==> src/rtl/mc_pkg.sv <==
// Shared constants for the multicycle processor control path: instruction
// field encodings, ALU operation codes and the control FSM state encoding.
package mc_pkg;

  localparam logic [5:0] OP_RTYPE = 6'b000000;
  localparam logic [5:0] OP_LW    = 6'b100011;
  localparam logic [5:0] OP_SW    = 6'b101011;
  localparam logic [5:0] OP_BEQ   = 6'b000100;
  localparam logic [5:0] OP_ADDI  = 6'b001000;
  localparam logic [5:0] OP_J     = 6'b000010;

  localparam logic [5:0] FN_ADD = 6'b100000;
  localparam logic [5:0] FN_SUB = 6'b100010;
  localparam logic [5:0] FN_AND = 6'b100100;
  localparam logic [5:0] FN_OR  = 6'b100101;
  localparam logic [5:0] FN_SLT = 6'b101010;

  // Shared with the ALU itself
  localparam logic [2:0] ALU_ADD = 3'b000;
  localparam logic [2:0] ALU_SUB = 3'b001;
  localparam logic [2:0] ALU_AND = 3'b010;
  localparam logic [2:0] ALU_OR  = 3'b011;
  localparam logic [2:0] ALU_SLT = 3'b101;

  typedef enum logic [1:0] {
    ALUOP_ADD   = 2'b00,
    ALUOP_SUB   = 2'b01,
    ALUOP_FUNCT = 2'b10
  } aluop_t;

  typedef enum logic [3:0] {
    S_RESET    = 4'd0,
    S_FETCH    = 4'd1,
    S_DECODE   = 4'd2,
    S_MEMADR   = 4'd3,
    S_MEMREAD  = 4'd4,
    S_MEMWB    = 4'd5,
    S_MEMWRITE = 4'd6,
    S_EXECUTE  = 4'd7,
    S_ALUWB    = 4'd8,
    S_BRANCH   = 4'd9,
    S_ADDIEX   = 4'd10,
    S_ADDIWB   = 4'd11,
    S_JUMP     = 4'd12
  } state_t;

endpackage

==> src/rtl/multicycle_control_alu_decoder.sv <==
// ALU operation decoder: turns the FSM's coarse aluOp request into the
// 3-bit ALU code, consulting funct only for R-type execution.
module alu_decoder
  import mc_pkg::*;
(
  input  aluop_t     aluOp,
  input  logic [5:0] funct,
  output logic [2:0] ALUControl
);

  // Unknown funct values fall back to add so an R-type always completes.
  always_comb begin
    ALUControl = ALU_ADD;
    case (aluOp)
      ALUOP_ADD: ALUControl = ALU_ADD;
      ALUOP_SUB: ALUControl = ALU_SUB;
      ALUOP_FUNCT: begin
        case (funct)
          FN_ADD:  ALUControl = ALU_ADD;
          FN_SUB:  ALUControl = ALU_SUB;
          FN_AND:  ALUControl = ALU_AND;
          FN_OR:   ALUControl = ALU_OR;
          FN_SLT:  ALUControl = ALU_SLT;
          default: ALUControl = ALU_ADD;
        endcase
      end
      default: ALUControl = ALU_ADD;
    endcase
  end

endmodule

==> src/rtl/multicycle_control.sv <==
// Moore control FSM for the multicycle datapath.
//   state    | meaning
//   RESET    | held while rst_n low, everything off
//   FETCH    | read instruction at PC, PC <= PC + 4
//   DECODE   | branch target into ALUOut, dispatch on opcode
//   MEMADR   | effective address A + imm
//   MEMREAD  | read data memory at ALUOut
//   MEMWB    | load data into rt
//   MEMWRITE | store B at ALUOut
//   EXECUTE  | R-type ALU op on A, B
//   ALUWB    | ALUOut into rd
//   BRANCH   | compare A - B, load target if zero
//   ADDIEX   | A + imm
//   ADDIWB   | ALUOut into rt
//   JUMP     | load jump target
module multicycle_control
  import mc_pkg::*;
(
  input  logic       clk,
  input  logic       rst_n,
  input  logic [5:0] opcode,
  input  logic [5:0] funct,
  input  logic       zero,
  output logic [2:0] ALUControl,
  output logic       aluSrcA,
  output logic [1:0] aluSrcB,
  output logic       adrSrc,
  output logic       irWrite,
  output logic       memWrite,
  output logic       regWrite,
  output logic       regDst,
  output logic       memToReg,
  output logic [1:0] pcSrc,
  output logic       pcEn,
  output logic       illegal,
  output logic [3:0] state
);

  state_t state_q, state_d;
  aluop_t alu_op;
  logic   pc_write;
  logic   branch;

  // State register; reset parks the FSM in RESET with all enables low.
  always_ff @(posedge clk or negedge rst_n) begin
    if (!rst_n) state_q <= S_RESET;
    else        state_q <= state_d;
  end

  // Next state and Moore outputs; illegal is the only opcode-dependent output.
  always_comb begin
    state_d  = state_q;
    alu_op   = ALUOP_ADD;
    aluSrcA  = 1'b0;
    aluSrcB  = 2'b00;
    adrSrc   = 1'b0;
    irWrite  = 1'b0;
    memWrite = 1'b0;
    regWrite = 1'b0;
    regDst   = 1'b0;
    memToReg = 1'b0;
    pcSrc    = 2'b00;
    pc_write = 1'b0;
    branch   = 1'b0;
    illegal  = 1'b0;
    case (state_q)
      S_RESET: state_d = S_FETCH;
      S_FETCH: begin
        irWrite  = 1'b1;
        aluSrcB  = 2'b01;
        pc_write = 1'b1;
        state_d  = S_DECODE;
      end
      S_DECODE: begin
        aluSrcB = 2'b11;
        case (opcode)
          OP_LW, OP_SW: state_d = S_MEMADR;
          OP_RTYPE:     state_d = S_EXECUTE;
          OP_BEQ:       state_d = S_BRANCH;
          OP_ADDI:      state_d = S_ADDIEX;
          OP_J:         state_d = S_JUMP;
          default: begin
            illegal = 1'b1;
            state_d = S_FETCH;
          end
        endcase
      end
      S_MEMADR: begin
        aluSrcA = 1'b1;
        aluSrcB = 2'b10;
        state_d = (opcode == OP_SW) ? S_MEMWRITE : S_MEMREAD;
      end
      S_MEMREAD: begin
        adrSrc  = 1'b1;
        state_d = S_MEMWB;
      end
      S_MEMWB: begin
        memToReg = 1'b1;
        regWrite = 1'b1;
        state_d  = S_FETCH;
      end
      S_MEMWRITE: begin
        adrSrc   = 1'b1;
        memWrite = 1'b1;
        state_d  = S_FETCH;
      end
      S_EXECUTE: begin
        aluSrcA = 1'b1;
        alu_op  = ALUOP_FUNCT;
        state_d = S_ALUWB;
      end
      S_ALUWB: begin
        regDst   = 1'b1;
        regWrite = 1'b1;
        state_d  = S_FETCH;
      end
      S_BRANCH: begin
        aluSrcA = 1'b1;
        alu_op  = ALUOP_SUB;
        pcSrc   = 2'b01;
        branch  = 1'b1;
        state_d = S_FETCH;
      end
      S_ADDIEX: begin
        aluSrcA = 1'b1;
        aluSrcB = 2'b10;
        state_d = S_ADDIWB;
      end
      S_ADDIWB: begin
        regWrite = 1'b1;
        state_d  = S_FETCH;
      end
      S_JUMP: begin
        pcSrc    = 2'b10;
        pc_write = 1'b1;
        state_d  = S_FETCH;
      end
      default: state_d = S_FETCH;
    endcase
  end

  alu_decoder u_alu_decoder (
    .aluOp      (alu_op),
    .funct      (funct),
    .ALUControl (ALUControl)
  );

  // zero is only meaningful while BRANCH has the ALU doing the compare.
  assign pcEn  = pc_write | (branch & zero);
  assign state = state_q;

endmodule

==> config.mk <==
export PLATFORM = sky130hd
export DESIGN_NAME = multicycle_control
export DESIGN_NICKNAME = d
export VERILOG_FILES = /design/src/rtl/mc_pkg.sv /design/src/rtl/multicycle_control_alu_decoder.sv /design/src/rtl/multicycle_control.sv
export SDC_FILE = /design/constraint.sdc
export NUM_CORES = 1
export LEC_CHECK = 0
export ABC_AREA = 1
export CORE_MARGIN = 4
export CORE_UTILIZATION = 35
export DETAILED_ROUTE_END_ITERATION = 10
export PLACE_DENSITY = 0.81
export SKIP_LAST_GASP = 1
export SYNTH_ARGS = -nofsm -noshare
export SYNTH_HDL_FRONTEND = slang
export SYNTH_SLANG_ARGS = --single-unit
==> constraint.sdc <==
create_clock -name clk -period 1.74 [get_ports clk]
set_clock_uncertainty 0.05 [all_clocks]
set_input_delay 0.348 -clock clk [delete_from_list [all_inputs] [get_ports clk]]
set_output_delay 0.348 -clock clk [all_outputs]
set_load 0.05 [all_outputs]
==> out/qor.yml, run 1 <==
floorplan:
  fp.dieW_um: 47.57
  row_count: 14
  initial_core_util_pct: 36.81
  ios: 35
  die_y_um: 47.57
status:
  haltStage: "clock tree synthesis (4_1_cts)"
  status: "aborted with a tool error"
  error_line: "[ERROR DPL-0038] Utilization greater than 100%, impossible to legalize"
synthesis:
  syn-num-nets: 121
  syn_area_sq_um: 548.0
  ys_ff_latch: 4
  syn_inst: 104
  avgSynthCellArea_sq_um: 5.269
  yosysSeqAreaShare_pct: 18.26
  synth_cell_types: 14
  yosysWarnings: 0
place:
  hpwlAfterDp_um: 2325
  gp_congestion: 0.8888
  portBuffers: 34
clock_tree:
  cts_sinks: 4
  hold_buffers: 0
  cts-resized-gates: 39
  cts_buffers: 3
  post-cts-setup-buffers: 12
  root_buffer: "clkbuf_4"
  htreeDepth: 1
  clockBufferDepth: 2
## synth_stat cells, drive strengths merged
cell type / instances / area [sq um]
ha: 2 / 25.02
inv: 22 / 82.58
nor3b: 1 / 7.510
dfrtp: 4 / 100.1
o21a: 1 / 7.510
nand4: 1 / 6.260
nand2: 25 / 93.84
nand3: 16 / 80.08
nor2: 28 / 125.1
o21ai: 3 / 15.01
nor3: 1 / 5.000
## metrics by stage
stage               setup TNS, ps  setup WS (ps)  area (sq um)  std cells
detailed placement         -681.1         -197.5          1354        180
global placement           -393.0         -128.2          1354        180
floorplan                   -2142         -522.7         635.6        104
## cell families after synthesis
group	after synthesis	share of synthesized area, %
and+or+nand+nor	72	57.99
buffers and inverters	22	15.07
AOI/OAI and AO/OA	4	4.109
DFF	4	18.27
adders and majority gates	2	4.565
==> run 2, diff against run 1 <==
- CORE_AREA: default -> 4 4 65 67
- CORE_MARGIN: 4 -> default
- CORE_UTILIZATION: 35 -> default
- DIE_AREA: default -> 0 0 69 71
- PLACE_DENSITY: 0.81 -> default
- PLACE_DENSITY_LB_ADDON: default -> 0.15
==> out/qor.yml, run 2 <==
status:
  status: "finished, violations left"
  violations: "negative setup slack"
synthesis:
  avgSynthCellArea_sq_um: 5.269  # unchanged
  synthArstFlopShare_pct: 100.0  # unchanged
  synth_edf_count: 0  # unchanged
  synth_area_leader_cell: "dfrtp_1"
  ys_ff_latch: 4  # unchanged
  yosysWarnings: 0  # unchanged
  syn-num-nets: 121  # unchanged
  syn_inst: 104  # unchanged
  syn_area_sq_um: 548.0  # unchanged
  ys_top_cells_by_count: "25 x nand2_1, 24 x nor2_1, 21 x inv_1"
  yosysSeqAreaShare_pct: 18.26  # unchanged
  synth_area_leaders: "dfrtp_1 18%, nand2_1 17%, nor2_1 16%, nand3_1 15%, inv_1 14%"
  ys.flop_type: "dfrtp_1"
  synth_top_cell_area_share_pct: 18.26  # unchanged
  yosysMostFrequentCell: "nand2_1"
  synth_cell_types: 14  # unchanged
global_routing:
  grt_max_degree: 6
  grt_pass1_vias: 931
  grt_usage_pct: 9.835
  grt-ovfl-total: 0
  grt_pass1_wl_um: 4146
  antenna_found_initial: 0
timing:
  tns_ps: -1317
  hold_violations: 0
  finalSetupViolCount: 14
  holdWs_ps: 291.0
  max_freq_ghz: 0.5066
  fin_crit_sh_pct: 113.5
  drv_slew: 0
  rsz0062_at_grt: "yes"
  layout_setup_ws_ps: -234.1
  slew_headroom_pct: 86.97
  worstMarginPinSlew_ps: 194.9
  layout_min_cycle_time_ps: 1974
finish:
  drive_above_1_share_pct: 64.77
  final_common_cell: "buf_4"
  fin_area_sq_um: 1740
  fin_nets: 195
  fin_cells: 224
  regArea_sq_um: 105.1
  largest_register_ffs: 4
  syn_to_final_growth_pct: 217.6
  mostFrequentLayoutCells: "25 x buf_4, 18 x buf_12, 15 x nor2_4, 14 x nand2_1"
  multi_input_area_sq_um: 618.1
  antennaDiodeCount: 0
  finalCoreUtilization_pct: 47.90
  nFillCells: 357
critical_path:
  r2r_start: "state[0]"
  r2r_cells: 9
  critPathArrivalTime_ps: 1580
  cpMostUsedCell: "nor2_4"
  cp_top_family: "flip-flops"
  worstSetupPathType: "reg -> out"
  r2r-end: "state[0]"
  critical_path.startpoint_type: "register"
  cpMaxStageDelayCell: "dfrtp_2"
  cp-end-kind: "output port"
  cp_max_fo: 4
  critPathLaunch: "state[0]"
  path_buf_inv: 3
  required_ps: 1340
  slowest_delay_ps: 400
  worst-r2r-setup-slack_ps: 270
  path_cells: "buf_6, nand2_4, nor2_4, inv_2, ha_4, nor2_4, nand2_2, o21ai_4, buf_12"
clock_tree:
  clockBufferDepth: 2  # unchanged
  cts_sinks: 4  # unchanged
  insertion_delay_ps: 210
  hold_buffers: 0  # unchanged
  htreeDepth: 1  # unchanged
  cts_buffers: 3  # unchanged
  cts_tree: "done"
  root_buffer: "clkbuf_8"
  cts.clk_slew.worst_paths_ps: 30
floorplan:
  ios: 35  # unchanged
  initial_core_util_pct: 15.08  # -22 points
  fp.dieW_um: 69  # +45%
  die_y_um: 71  # +49%
  coreArea_sq_um: 3633
  die_area_sq_um: 4899
  row_count: 22  # +8
place:
  gp_congestion: 0.8489  # -4.5%
  placed_area_sq_um: 1399  # +3.3%
  dp_slack_ps: -188.3  # +9.165 ps
  hpwlAfterDp_um: 1841  # -21%
  numPlacedInstances: 211  # +17%
  portBuffers: 34  # unchanged
pwr:
  powerDensity_nw_per_um2: 1549
  ir_worst_vdd_uv: 838.9
  p_leak_nw: 0.8304
  p_total_mw: 2.695
detailed_routing:
  drtIter0Drc: 9
  antenna_left: 0
  first_pass_iters: 4
  vias: 875
  vias_per_cell: 3.906
  route.detailed.drc: 0
  wl_per_cell_um: 10.77
  routed_wl_um: 2413
worst_hold_path:
  hp-class: "in -> async"
run:
  max-cap-violations: 0
## run 2: cell counts after synthesis
Identical to the previous run, type by type.
## run 2: layout make-up
class,instances,share of cell area (%)
Multi-Input combinational cell,78,35.51
Timing Repair Buffer,69,47.16
Tap cell,48,3.451
Inverter,22,5.464
Clock buffer,3,2.372
Sequential cell,4,6.039
## run 2: worst max-delay path by stage
| stage | end | cells past startpoint |
|---|---|---|
| 3_3_place_gp | ALUControl[0] | 7 |
| 2_1_floorplan | ALUControl[1] | 6 |
| 5_1_grt | ALUControl[0] | 9 |
| 6_report | ALUControl[0] | 9 |
| 3_5_place_dp | ALUControl[0] | 7 |
| 4_1_cts | ALUControl[0] | 9 |
## run 2: repair_timing
item	in CTS	in global routing
buffers inserted	8	8
resized for setup	47	24
endpoints found under the setup margin	13	14
pin swaps	15	16
## run 2: per-layer routing
metal	up-vias	wire, um	global-route usage [%]	share of wire, %
li1	461	-	-	-
met1	393	992	12.04	41
met2	21	1343	18.33	56
met3	0	77	2.131	3.2
met4	0	0	0.6508	0
met5	-	0	0	0
## run 2: where the power goes
| part | switching (mW) | internal (mW) | leakage, nW | total, mW |
|---|---|---|---|---|
| registers | 0.0509 | 0.137 | 0.0457 | 0.188 |
| clock network | 0.0438 | 0.147 | 0.0216 | 0.191 |
| logic | 1.23 | 1.09 | 0.763 | 2.32 |
## run 2: cell families after synthesis
logic type	synth area share (%)
adder cells (fa/ha/maj)	4.565
buffers and inverters	15.07
flip-flops	18.27
AND/OR/NAND/NOR	57.99
AO/OA/AOI/OAI	4.109
No activity file was read; power rests on OpenSTA's default activity.
